### config.mk
export PLATFORM = sky130hd
export DESIGN_NAME = nibble_serial_sub16
export DESIGN_NICKNAME = d
export VERILOG_FILES = /design/src/rtl/nibble_serial_sub16.sv
export SDC_FILE = /design/constraint.sdc
export NUM_CORES = 1
export LEC_CHECK = 0
export ABC_AREA = 1
export ABC_CLOCK_PERIOD_IN_PS = 5900
export CAP_MARGIN = 40
export CORE_UTILIZATION = 35
export DETAILED_ROUTE_END_ITERATION = 8
export PLACE_DENSITY = 0.58
export SLEW_MARGIN = 20
export SYNTH_ARGS = -nofsm -noshare
export SYNTH_HDL_FRONTEND = slang
export SYNTH_SLANG_ARGS = --single-unit
### constraint.sdc
create_clock -name clk -period 5.9 [get_ports clk]
set_clock_uncertainty 0.2 [all_clocks]
set_input_delay 1.18 -clock clk [delete_from_list [all_inputs] [get_ports clk]]
set_output_delay 1.18 -clock clk [all_outputs]
set_load 0.05 [all_outputs]
### src/rtl/nibble_serial_sub16.sv
// -----------------------------------------------------------------------------
// nibble_serial_sub16
//
// Computes Diff = A - B - Bin (mod 2^WIDTH) one nibble per clock, starting
// with the least significant nibble. The borrow out of each nibble feeds the
// next nibble, so the result matches a full-width ripple subtraction.
// A request is accepted in IDLE when Start is high. The operands are latched
// and the FSM moves to RUN. RUN spends WIDTH/4 edges processing nibbles and
// one more edge committing the result. The FSM then moves to DONE for one
// cycle and returns to IDLE.
//
// Optional feature macro: SUB_FLAGS_EN. When it is defined, the Zero and Ovf
// flag ports and their logic are present.
//
// Ports
//   clk    in   rising-edge clock
//   rst_n  in   asynchronous active-low reset
//   Start  in   request pulse, sampled only in IDLE
//   A      in   minuend (WIDTH bits), latched with Start
//   B      in   subtrahend (WIDTH bits), latched with Start
//   Bin    in   borrow-in, latched with Start
//   Busy   out  high in RUN and DONE
//   Done   out  one-cycle pulse while the result is fresh
//   Diff   out  A - B - Bin, updated only on completion
//   Bout   out  final borrow (unsigned A < B + Bin)
//   Zero   out  Diff == 0                 (SUB_FLAGS_EN only)
//   Ovf    out  signed two's-complement overflow (SUB_FLAGS_EN only)
// -----------------------------------------------------------------------------
module nibble_serial_sub16 #(
  parameter int WIDTH = 16
) (
  input  logic             clk,
  input  logic             rst_n,
  input  logic             Start,
  input  logic [WIDTH-1:0] A,
  input  logic [WIDTH-1:0] B,
  input  logic             Bin,
  output logic             Busy,
  output logic             Done,
  output logic [WIDTH-1:0] Diff,
  output logic             Bout
`ifdef SUB_FLAGS_EN
  ,
  output logic             Zero,
  output logic             Ovf
`endif
);

  localparam int NIB = WIDTH / 4;
  localparam int CW  = $clog2(NIB + 1);

  typedef enum logic [1:0] {IDLE, RUN, DONE} state_t;

  state_t           state_q, state_d;
  logic [CW-1:0]    cnt_q, cnt_d;
  logic [WIDTH-1:0] opA_q, opA_d;
  logic [WIDTH-1:0] opB_q, opB_d;
  logic [WIDTH-1:0] shift_q, shift_d;
  logic [WIDTH-1:0] diff_q, diff_d;
  logic             borrow_q, borrow_d;
  logic             bout_q, bout_d;
  logic [4:0]       nibDiff;
  logic             nibblesDone;
`ifdef SUB_FLAGS_EN
  logic             signA_q, signA_d;
  logic             signB_q, signB_d;
  logic             zero_q, zero_d;
  logic             ovf_q, ovf_d;
`endif

  // The count reaches NIB once every nibble has been shifted in. The RUN edge
  // after that commits the result.
  assign nibblesDone = (cnt_q == CW'(NIB));

  // State register
  always_ff @(posedge clk or negedge rst_n) begin
    if (!rst_n) begin
      state_q <= IDLE;
    end else begin
      state_q <= state_d;
    end
  end

  // Next-state logic
  always_comb begin
    state_d = state_q;
    unique case (state_q)
      IDLE: if (Start) state_d = RUN;
      RUN:  if (nibblesDone) state_d = DONE;
      DONE: state_d = IDLE;
      default: state_d = IDLE;
    endcase
  end

  // Output logic: Done is exactly the DONE state, so it lasts one cycle.
  always_comb begin
    Busy = (state_q != IDLE);
    Done = (state_q == DONE);
    Diff = diff_q;
    Bout = bout_q;
`ifdef SUB_FLAGS_EN
    Zero = zero_q;
    Ovf  = ovf_q;
`endif
  end

  // One nibble of subtraction. With 5-bit arithmetic, bit 4 is set exactly
  // when the 4-bit result went negative, which is the nibble's borrow-out.
  always_comb begin
    nibDiff = {1'b0, opA_q[3:0]} - {1'b0, opB_q[3:0]} - {4'b0000, borrow_q};
  end

  // Datapath next-state. Partial results build up in shift_q and reach
  // diff_q only on the commit edge, so Diff never shows a partial result.
  always_comb begin
    cnt_d    = cnt_q;
    opA_d    = opA_q;
    opB_d    = opB_q;
    shift_d  = shift_q;
    diff_d   = diff_q;
    borrow_d = borrow_q;
    bout_d   = bout_q;
`ifdef SUB_FLAGS_EN
    signA_d  = signA_q;
    signB_d  = signB_q;
    zero_d   = zero_q;
    ovf_d    = ovf_q;
`endif
    unique case (state_q)
      IDLE: begin
        if (Start) begin
          opA_d    = A;
          opB_d    = B;
          borrow_d = Bin;
          cnt_d    = '0;
          shift_d  = '0;
`ifdef SUB_FLAGS_EN
          signA_d  = A[WIDTH-1];
          signB_d  = B[WIDTH-1];
`endif
        end
      end
      RUN: begin
        if (!nibblesDone) begin
          opA_d    = opA_q >> 4;
          opB_d    = opB_q >> 4;
          shift_d  = shift_q >> 4;
          shift_d[WIDTH-1 -: 4] = nibDiff[3:0];
          borrow_d = nibDiff[4];
          cnt_d    = cnt_q + 1'b1;
        end else begin
          diff_d = shift_q;
          bout_d = borrow_q;
`ifdef SUB_FLAGS_EN
          // The operand registers have been shifted away by now, so the
          // overflow check uses the sign bits saved at Start.
          zero_d = (shift_q == '0);
          ovf_d  = (signA_q != signB_q) && (shift_q[WIDTH-1] != signA_q);
`endif
        end
      end
      default: ;
    endcase
  end

  // Datapath registers
  always_ff @(posedge clk or negedge rst_n) begin
    if (!rst_n) begin
      cnt_q    <= '0;
      opA_q    <= '0;
      opB_q    <= '0;
      shift_q  <= '0;
      diff_q   <= '0;
      borrow_q <= 1'b0;
      bout_q   <= 1'b0;
`ifdef SUB_FLAGS_EN
      signA_q  <= 1'b0;
      signB_q  <= 1'b0;
      zero_q   <= 1'b0;
      ovf_q    <= 1'b0;
`endif
    end else begin
      cnt_q    <= cnt_d;
      opA_q    <= opA_d;
      opB_q    <= opB_d;
      shift_q  <= shift_d;
      diff_q   <= diff_d;
      borrow_q <= borrow_d;
      bout_q   <= bout_d;
`ifdef SUB_FLAGS_EN
      signA_q  <= signA_d;
      signB_q  <= signB_d;
      zero_q   <= zero_d;
      ovf_q    <= ovf_d;
`endif
    end
  end

endmodule
==> impl_metrics.py <==
metrics = {
    "outcome": {
        "outcome": "finished clean",
    },
    "cts": {
        "cts_resized": 0,
        "cts_buffers": 9,
        "tritoncts": "built",
        "cts_htree_levels": 3,
        "cts.repair_timing.setup_buffer_count": 0,
        "cts_hold_repair.buffers": 0,
        "cts.path.max_buffers": 2,
        "cts_root_buf": "clkbuf_8",
        "clk_transition_reported_paths_ns": 0.07,
        "cts_num_sinks": 71,
        "worst_skew_late_latency_ns": 0.34,
    },
    "pwr": {
        "pwr-share-seq_pct": 33.1,
        "net-switching-power_mw": 1.03,
        "leakage_component_of_the_power_nw": 1.92,
        "share_clk_of_total_power_pct": 19.9,
        "irDropWorstVdd_mv": 0.180,
        "power_density_over_the_cells_nw_per_um2": 604,
        "power.internal_mw": 1.39,
        "p_sw_share_pct": 42.5,
        "combinational_share_of_power_pct": 47.0,
    },
    "timing": {
        "setup_viol_count_final": 0,
        "finalHoldViolations": 0,
        "finalCritPeriodShare_pct": 53.8,
        "finalMaxSlewViolations": 0,
        "max_slew_margin_pct": 57.8,
        "fmax_ghz": 0.315,
        "max_slew.worst_pin.slew_ns": 0.633,
        "post-route-min-period_ns": 3.18,
        "totalNegativeSetupSlack_ns": 0,
        "grt_setup_unrepaired": "no",
    },
    "global_route": {
        "antenna_violations_before_repair": 0,
        "grt_overflow_total": 0,
        "wire_length_of_the_first_global_routing_pass_um": 10600,
        "first_global_vias": 2312,
        "gr-usage-all-layers_pct": 13.9,
        "grt_max_degree": 52,
    },
    "flow_run": {
        "cap_violations": 0,
    },
    "drt": {
        "detailedRoute.firstPassIterationCount": 4,
        "avgViaCountPerCell": 4.53,
        "post_drt_wl_per_cell_um": 11.8,
        "finalWirelength_um": 6060,
        "drc": 0,
        "drt_iter0_markers": 76,
        "via_count": 2318,
        "antenna_violating_nets_post_route": 0,
    },
    "finish": {
        "fin_area_um2": 4020,
        "layout-drive-gt1-share_pct": 6.44,
        "layout.nets": 445,
        "syn2layout_area_growth_pct": 25.9,
        "antenna-diode-count": 0,
        "layout.filler_cells": 885,
    },
    "critical_path": {
        "cp-end-kind": "primary output",
        "crit_fanout": 3,
        "crit_path_cell_trace": "inv_1 -> nor2_1 -> clkdlybuf4s50_1",
        "crit_arrival_ns": 1.80,
        "cp_data_required_time_ns": 4.52,
        "critical_path.startpoint_type": "flop",
        "reg2reg_setup_slack_ns": 3.92,
        "critPathKind": "flop to primary output",
        "cp_top_family": "buffers and inverters",
        "critical-path-slowest-cell": "clkdlybuf4s50_1",
        "worstPathBufferInverterCount": 2,
        "crit_path_max_incr_delay_ns": 0.81,
    },
    "die": {
        "core_um2": 8760,
        "die-width_um": 97.4,
        "num_ports": 55,
        "fp.dieArea_um2": 9490,
        "std_cell_rows": 34,
        "floorplan.die.height_um": 97.4,
        "effective_utilization_at_floorplan_pct": 36.4,
    },
    "min_path": {
        "hold_path_class": "flop to flop",
    },
    "placement": {
        "dp.final_hpwl_um": 3940,
        "post_dp_cell_area_um2": 3760,
        "globalplace.congestion": 0.736,
        "port-buffer-count": 54,
    },
    "logic_synthesis": {
        "postSynthRegisterBits": 71,
        "synth_cell_type_count": 25,
        "synth_nets": 394,
        "syn_area_per_cell_um2": 9.16,
        "syn_area_um2": 3190,
        "synth-compound-area-share_pct": 10.5,
        "synth_area_leader_cell": "dfrtp_1",
        "post_synth_and_or_nand_nor_area_fraction_pct": 18.6,
        "synth.area.top_cells": "dfrtp_1 (56%), nand2_1 (13%), inv_1 (5.5%)",
        "synth-xor-area-share_pct": 0.824,
        "synth_top_area_share_pct": 55.7,
        "synth.yosys.warnings": 0,
        "syn-instance-count": 348,
        "portion_of_netlist_area_occupied_by_mux_cells_pct": 0,
        "synth_top_family_by_area": "simple AND/OR/NAND/NOR gates",
        "adder_cell_area_share_of_the_yosys_netlist_pct": 4.40,
        "yosysSeqAreaShare_pct": 55.7,
    },
}
[path summary, 6_finish.rpt]
check / from / end / depth (start not counted)
setup / recovery: state_q[1] / Done / 3
hold / removal: opA_q[12] / opA_q[12] / 2
setup reg to reg: opA_q[0] / shift_q[15] / 7
hold reg to reg: opA_q[12] / opA_q[12] / 2
max in group asynchronous: rst_n / state_q[0] / 2
min in group asynchronous: rst_n / Diff[5] / 1
[stage by stage]
step           hold slack, ns  instances  util, %  setup WS (ns)  power [mW]
2_1_floorplan           0.242        348        -           3.35        1.74
3_3_place_gp            0.253        495     42.6           3.08        1.93
3_5_place_dp            0.259        496     42.9           3.04        1.97
4_1_cts                 0.278        512     45.8           2.69        2.46
5_1_grt                 0.297        512     45.8           2.65        2.65
6_report                0.276        512     45.8           2.72        2.43
[tightest hold or removal path, stage by stage (launching register included)]
cell and delay (ns):
dfrtp_1 0.35, nand2_1 0.05, nand2_1 0.05
[metal layers]
metal	up-vias	GRT usage, %	part of all wire (%)
li1	1197	-	-
met1	1063	18.0	49
met2	53	21.8	45
met3	5	5.18	5.3
met4	0	4.07	1.0
met5	-	0	0
[power by group through the flow]
stage / clock, mW / sequential (mW) / combinational (mW)
after floorplan: 0 / 0.948 / 0.792
after global placement: 0 / 0.806 / 1.13
after detailed placement: 0 / 0.813 / 1.15
after CTS: 0.498 / 0.804 / 1.16
after global routing: 0.516 / 0.828 / 1.31
final: 0.483 / 0.802 / 1.14
[flip-flops by register name (all words and copies together) (netlist names)]
signal and count:
state_q 2, cnt_q 3, borrow_q 1, opB_q 16, opA_q 16, Bout 1
shift_q 16, Diff 16
[cell usage after synthesis, drive strengths merged]
cell type,instances
inv,50
fa,2
dfrtp,71
nand2,115
ha,8
o211ai,2
o21ai,44
clkbuf,1
xnor2,1
nor2,4
nand3,17
a21oi,1
buf,14
o22ai,15
xor2,2
nand3b,1
[cell usage in the layout, fill, tap and decap left out, types with 2 or more instances in the layout]
| cell type | synthesis | layout |
|---|---|---|
| xor2_1 | 2 | 2 |
| clkdlybuf4s50_1 | 0 | 53 |
| o22ai_1 | 15 | 15 |
| bufinv_16 | 0 | 3 |
| clkbuf_8 | 0 | 11 |
| inv_1 | 47 | 47 |
| o21ai_0 | 34 | 34 |
| o211ai_1 | 2 | 2 |
| dfrtp_1 | 71 | 71 |
| nand2_1 | 112 | 112 |
| inv_2 | 2 | 2 |
| nor2_1 | 3 | 3 |
| nand3_1 | 16 | 16 |
| nand2_4 | 2 | 2 |
| o21ai_1 | 10 | 10 |
| ha_1 | 8 | 8 |
| fa_1 | 2 | 2 |
[logic make-up after synthesis]
logic type	after synthesis
buffers and inverters	65
adder cells (fa/ha/maj)	10
AO/OA/AOI/OAI	62
XOR/XNOR	3
AND/OR/NAND/NOR	137
flip-flops	71
[area by class of cell]
class / instances / area [um^2] / area share, %
Multi-Input combinational cell: 212 / 1090 / 27.2
Inverter: 50 / 190 / 4.74
Clock buffer: 11 / 151 / 3.77
Clock inverter: 5 / 104 / 2.59
Timing Repair Buffer: 55 / 566 / 14.1
Tap cell: 108 / 135 / 3.37
Sequential cell: 71 / 1780 / 44.3
Power figures use the tool's default switching activity.
